[src/rtl/nios2os_st_pkt_fifo.sv]
`default_nettype none
// ============================================================================
// Module      : nios2os_st_pkt_fifo
// Description : Show-ahead 32-bit Avalon-ST packet FIFO with SOP/EOP framing
//               checker and packet status counters.
// Revision    : 1.0 - initial release
// ============================================================================
module nios2os_st_pkt_fifo #(
    parameter int DEPTH = 16,
    parameter int AW    = 4,
    parameter int LEN_W = 16
) (
    input  logic              clk,
    input  logic              reset,

    output logic              o_in_ready,
    input  logic              i_in_valid,
    input  logic [31:0]       i_in_data,
    input  logic              i_in_startofpacket,
    input  logic              i_in_endofpacket,
    input  logic [1:0]        i_in_empty,

    input  logic              i_out_ready,
    output logic              o_out_valid,
    output logic [31:0]       o_out_data,
    output logic              o_out_startofpacket,
    output logic              o_out_endofpacket,
    output logic [1:0]        o_out_empty,

    output logic [AW:0]       o_fill_level,
    output logic [15:0]       o_pkt_count,
    output logic [LEN_W-1:0]  o_last_pkt_bytes,
    output logic              o_framing_err,
    input  logic              i_clear_status
);

    localparam logic [AW:0] c_FULL_CNT = (AW+1)'(DEPTH);

    typedef enum logic [0:0] {
        S_IDLE   = 1'b0,
        S_IN_PKT = 1'b1
    } t_rx_state;

    // ------------------------------------------------------------------
    // Storage and pointers
    // ------------------------------------------------------------------
    logic [35:0]       r_mem [DEPTH];
    logic [AW-1:0]     r_wr_ptr;
    logic [AW-1:0]     r_rd_ptr;
    logic [AW:0]       r_count;
    logic              r_in_ready;

    logic              w_wr;
    logic              w_rd;
    logic [AW:0]       w_count_nxt;
    logic [35:0]       w_head;

    assign w_wr = i_in_valid & r_in_ready;
    assign w_rd = (r_count != '0) & i_out_ready;

    always_comb begin
        w_count_nxt = r_count;
        case ({w_wr, w_rd})
            2'b10:   w_count_nxt = r_count + 1'b1;
            2'b01:   w_count_nxt = r_count - 1'b1;
            default: w_count_nxt = r_count;
        endcase
    end

    // in_ready is a registered copy of "not full" so it never depends
    // combinationally on out_ready; a read of a full FIFO frees space next cycle.
    always_ff @(posedge clk or posedge reset) begin
        if (reset) begin
            r_wr_ptr   <= '0;
            r_rd_ptr   <= '0;
            r_count    <= '0;
            r_in_ready <= 1'b0;
        end else begin
            if (w_wr) begin
                r_wr_ptr <= r_wr_ptr + 1'b1;
            end
            if (w_rd) begin
                r_rd_ptr <= r_rd_ptr + 1'b1;
            end
            r_count    <= w_count_nxt;
            r_in_ready <= (w_count_nxt != c_FULL_CNT);
        end
    end

    always_ff @(posedge clk) begin
        if (w_wr) begin
            r_mem[r_wr_ptr] <= {i_in_startofpacket, i_in_endofpacket,
                                i_in_empty, i_in_data};
        end
    end

    assign w_head              = r_mem[r_rd_ptr];
    assign o_out_valid         = (r_count != '0);
    assign o_out_startofpacket = w_head[35];
    assign o_out_endofpacket   = w_head[34];
    assign o_out_empty         = w_head[33:32];
    assign o_out_data          = w_head[31:0];
    assign o_fill_level        = r_count;
    assign o_in_ready          = r_in_ready;

    // ------------------------------------------------------------------
    // Rx framing FSM (accepted beats only)
    // ------------------------------------------------------------------
    t_rx_state         r_state;
    t_rx_state         w_state_nxt;
    logic              w_restart;
    logic              w_violation;
    logic              w_pkt_done;

    always_ff @(posedge clk or posedge reset) begin
        if (reset) begin
            r_state <= S_IDLE;
        end else begin
            r_state <= w_state_nxt;
        end
    end

    always_comb begin
        w_state_nxt = r_state;
        w_restart   = 1'b0;
        w_violation = 1'b0;
        w_pkt_done  = 1'b0;
        if (w_wr) begin
            w_pkt_done = i_in_endofpacket;
            case (r_state)
                S_IDLE: begin
                    // A missing SOP is flagged but the beat still opens a packet.
                    w_restart   = 1'b1;
                    w_violation = ~i_in_startofpacket;
                end
                S_IN_PKT: begin
                    w_restart   = i_in_startofpacket;
                    w_violation = i_in_startofpacket;
                end
                default: begin
                    w_restart = 1'b1;
                end
            endcase
            w_state_nxt = i_in_endofpacket ? S_IDLE : S_IN_PKT;
        end
    end

    // ------------------------------------------------------------------
    // Byte accumulator and status
    // ------------------------------------------------------------------
    logic [LEN_W-1:0]  r_acc;
    logic [15:0]       r_pkt_count;
    logic [LEN_W-1:0]  r_last_bytes;
    logic              r_framing_err;

    logic [2:0]        w_beat_bytes;
    logic [LEN_W-1:0]  w_base;
    logic [LEN_W:0]    w_sum;
    logic [LEN_W-1:0]  w_acc_sat;

    assign w_beat_bytes = i_in_endofpacket ? (3'd4 - {1'b0, i_in_empty}) : 3'd4;
    assign w_base       = w_restart ? '0 : r_acc;
    assign w_sum        = {1'b0, w_base} + (LEN_W+1)'(w_beat_bytes);
    assign w_acc_sat    = w_sum[LEN_W] ? {LEN_W{1'b1}} : w_sum[LEN_W-1:0];

    always_ff @(posedge clk or posedge reset) begin
        if (reset) begin
            r_acc <= '0;
        end else if (w_wr) begin
            r_acc <= w_pkt_done ? '0 : w_acc_sat;
        end
    end

    // clear_status takes priority over any update landing in the same cycle.
    always_ff @(posedge clk or posedge reset) begin
        if (reset) begin
            r_pkt_count   <= '0;
            r_last_bytes  <= '0;
            r_framing_err <= 1'b0;
        end else if (i_clear_status) begin
            r_pkt_count   <= '0;
            r_last_bytes  <= '0;
            r_framing_err <= 1'b0;
        end else begin
            if (w_pkt_done) begin
                r_pkt_count  <= r_pkt_count + 1'b1;
                r_last_bytes <= w_acc_sat;
            end
            if (w_violation) begin
                r_framing_err <= 1'b1;
            end
        end
    end

    assign o_pkt_count      = r_pkt_count;
    assign o_last_pkt_bytes = r_last_bytes;
    assign o_framing_err    = r_framing_err;

endmodule
`default_nettype wire

[config.mk]
export PLATFORM = sky130hd
export DESIGN_NAME = nios2os_st_pkt_fifo
export DESIGN_NICKNAME = d
export VERILOG_FILES = /design/src/rtl/nios2os_st_pkt_fifo.sv
export SDC_FILE = /design/constraint.sdc
export NUM_CORES = 1
export LEC_CHECK = 0
export CORE_MARGIN = 4
export CORE_UTILIZATION = 60
export CTS_CLUSTER_DIAMETER = 30
export DETAILED_ROUTE_END_ITERATION = 8
export HOLD_SLACK_MARGIN = 0.03
export PLACE_DENSITY = 0.79
export SKIP_CTS_REPAIR_TIMING = 1
export SYNTH_ARGS = -nofsm -noshare
export SYNTH_HDL_FRONTEND = slang
export SYNTH_SLANG_ARGS = --single-unit
[constraint.sdc]
create_clock -name clk -period 6.1 [get_ports clk]
set_input_delay 1.22 -clock clk [delete_from_list [all_inputs] [get_ports clk]]
set_output_delay 1.22 -clock clk [all_outputs]
set_load 0.005 [all_outputs]
==> flow_summary_export.csv <==
group,metric,value,unit
placed_design,placed_cell_area,0.0272,mm2
sta,layout_min_cycle_time,4.84,ns
logic_synthesis,synth.largest_area_cell,"edfxtp_1",
floorplanning,io_pins,117,
routing,first_pass_iters,5,
worst_setup_path,worstSetupPathType,"register to output pin",
sta,hold_viol,0,
logic_synthesis,ys_ff_latch,640,
routing,wl_met1,22400,um
logic_synthesis,ys_seq_area_frac,0.747,
global_route,antenna_found_initial,2,
placed_design,gp_congestion,0.880,
floorplanning,die_w,213,um
final_layout,syn_to_final_growth,23.1,%
outcome,status,"complete, no violations",
logic_synthesis,netlist.area_leader.share,0.684,
logic_synthesis,synth-main-ff-cell,"edfxtp_1",
sta,setup_viol,0,
global_route,grt_max_degree,65,
cts,ctsRootBufferMaster,"clkbuf_16",
worst_setup_path,crit_required,4.88,ns
worst_setup_path,endpoint_kind,"output pin",
final_layout,post_route_cells_drive_above_1_share,0.291,
cts,cts_buffers,113,
routing,wl_met3,4580,um
routing,route.met2.wl,32000,um
floorplanning,core_area,0.0412,mm2
logic_synthesis,synth_common_cells,"edfxtp_1 (576), mux4_2 (180), dfrtp_1 (64)",
global_route,grt-ovfl-total,0,
worst_setup_path,crit_fanout,32,
global_route,grt_use_total,0.279,
sta,fin_crit_sh,0.793,
final_layout,finalInstanceArea,0.0311,mm2
floorplanning,die_h,213,um
cts,path_clk_slew,0.05,ns
worst_setup_path,worstPathArrival,3.62,ns
logic_synthesis,synth_cell_types,58,
worst_setup_path,start_kind,"register",
cts,clock_latency,0.63,ns
routing,wl_per_cell,29.9,um
min_path,min_path_type,"register to register",
final_layout,final_nets,1464,
cts,cts_tree,"built",
floorplanning,row_count,74,
placed_design,io_buffers,116,
logic_synthesis,syn_inst,1201,
floorplanning,start_util,0.614,
routing,top_layer_used,"met5",
sta,tightest_slew,0.977,ns
logic_synthesis,netlist_top_cells_area,"edfxtp_1 (68%), mux4_2 (16%), dfrtp_1 (6.3%)",
logic_synthesis,syn_area_per_cell,21.1,um2
sta,rsz0062_at_grt,"no",
routing,vias_per_cell,6.45,
run,drv_cap,0,
floorplanning,die_area,0.0455,mm2
sta,slew_viol_final,0,
power_and_ir_drop,p_per_area,508,mW/mm2
logic_synthesis,yosysMostFrequentCell,"edfxtp_1",
power_and_ir_drop,p_leak,10.5,nW
routing,dr.first_iter.drc_count,1528,
placed_design,dp_hpwl,29800,um
global_route,grt_pass1_wl,92400,um
final_layout,antenna_cells,0,
sta,max_slew_margin,0.349,
routing,ant_nets,0,
global_route,grt_pass1_vias,14300,
routing,vias,13100,
logic_synthesis,ys_warn_count,0,
routing,drc_errors,0,
logic_synthesis,synth_nets,1259,
logic_synthesis,synth_enable_flop_cells,576,
routing,routed_wl,60900,um
cts,cts_max_path_buffers,3,
logic_synthesis,syn-cell-area,0.0253,mm2
cts,htree_levels,3,
sta,max_freq,207,MHz
power_and_ir_drop,ir_drop,0.375,mV
logic_synthesis,synthArstFlopShare,0.100,
sta,fin_skew,0.0298,ns
cts,clock-sinks,640,
sta,tns,0,ns
[cells in the final DEF, fill, tap and decap left out, drive strengths merged, types with 5 or more instances in the layout]
| cell | instances |
|---|---|
| a21oi | 11 |
| clkinvlp | 12 |
| xor2 | 16 |
| nand2 | 42 |
| nand2b | 5 |
| and2 | 8 |
| clkdlybuf4s50 | 116 |
| and3 | 8 |
| nor2 | 63 |
| nand4 | 11 |
| inv | 23 |
| ha | 15 |
| xnor2 | 19 |
| bufinv | 15 |
| dfrtp | 64 |
| mux2i | 5 |
| buf | 36 |
| clkinv | 44 |
| nor3 | 11 |
| clkbuf | 131 |
| edfxtp | 576 |
| nand3 | 13 |
| a211oi | 14 |
| a21o | 5 |
| o21ai | 19 |
| mux4 | 180 |
[worst max-delay path: stages, from the launching register on]
cell	delay (ns)
dfrtp_4	0.86
buf_4	0.50
mux4_2	0.58
mux4_2	0.53
clkdlybuf4s50_1	0.50
[report_power, final]
group | internal (W) | switching [W] | total [W]
clock network | 0.00416 | 0.00220 | 0.00635
logic | 0.00204 | 0.00170 | 0.00374
registers | 0.00529 | 0.000431 | 0.00572
total | 0.0115 | 0.00433 | 0.0158
[path summary, 6_finish.rpt]
path,endpoint,cells past startpoint,from,slack (ns)
worst max-delay path,o_out_data[1],4,r_rd_ptr[0],1.26
worst min-delay path,r_acc[2],2,r_acc[2],0.47
worst max register to register,o_last_pkt_bytes[12],11,r_state,2.63
worst min register to register,r_acc[2],2,r_acc[2],0.47
max in group asynchronous,r_rd_ptr[0],3,reset,4.28
min in group asynchronous,r_acc[1],3,reset,1.16
[cells by family (layout without fill, tap and decap cells)]
family / Yosys count / in the layout / share of synthesized area
DFF: 640 / 640 / 0.747
muxes: 189 / 189 / 0.164
and+or+nand+nor: 175 / 175 / 0.0347
buffers and inverters: 75 / 377 / 0.0140
AOI/OAI and AO/OA: 70 / 70 / 0.0188
xor gates and xnor gates: 35 / 35 / 0.0121
adders and majority gates: 17 / 17 / 0.00901
[sequential cells by signal, indices dropped and copies added (netlist names)]
signal / count
o_fill_level: 5
o_pkt_count: 16
o_framing_err: 1
r_state: 1
o_last_pkt_bytes: 16
r_rd_ptr: 4
r_mem: 576
o_in_ready: 1
r_acc: 16
r_wr_ptr: 4
[routing by layer]
| layer | global-route usage | up-vias |
|---|---|---|
| met1 | 0.368 | 6894 |
| li1 | - | 5410 |
| met3 | 0.0564 | 139 |
| met5 | 0 | - |
| met2 | 0.469 | 685 |
| met4 | 0.105 | 4 |
[layout make-up]
type,instances,area (um2)
multi-input cells,486,6150
repair buffers,152,1470
flip-flops and latches,640,18900
clock inverters,81,911
clock buffers,131,2990
fillers,2128,10100
inverters,13,48.8
well taps,532,666
[stage by stage]
step / total power, W / cells / worst slack [ns] / hold WS (ns) / util
2_1_floorplan: 0.00794 / 1201 / 1.03 / 0.430 / -
3_3_place_gp: 0.00939 / 1823 / 1.04 / 0.448 / 0.661
3_5_place_dp: 0.00946 / 1823 / 0.950 / 0.464 / 0.661
4_1_cts: 0.0159 / 2035 / 1.18 / 0.475 / 0.756
5_1_grt: 0.0164 / 2035 / 1.08 / 0.499 / 0.756
6_report: 0.0158 / 2035 / 1.26 / 0.470 / 0.756
No activity file was read; power rests on OpenSTA's default activity.
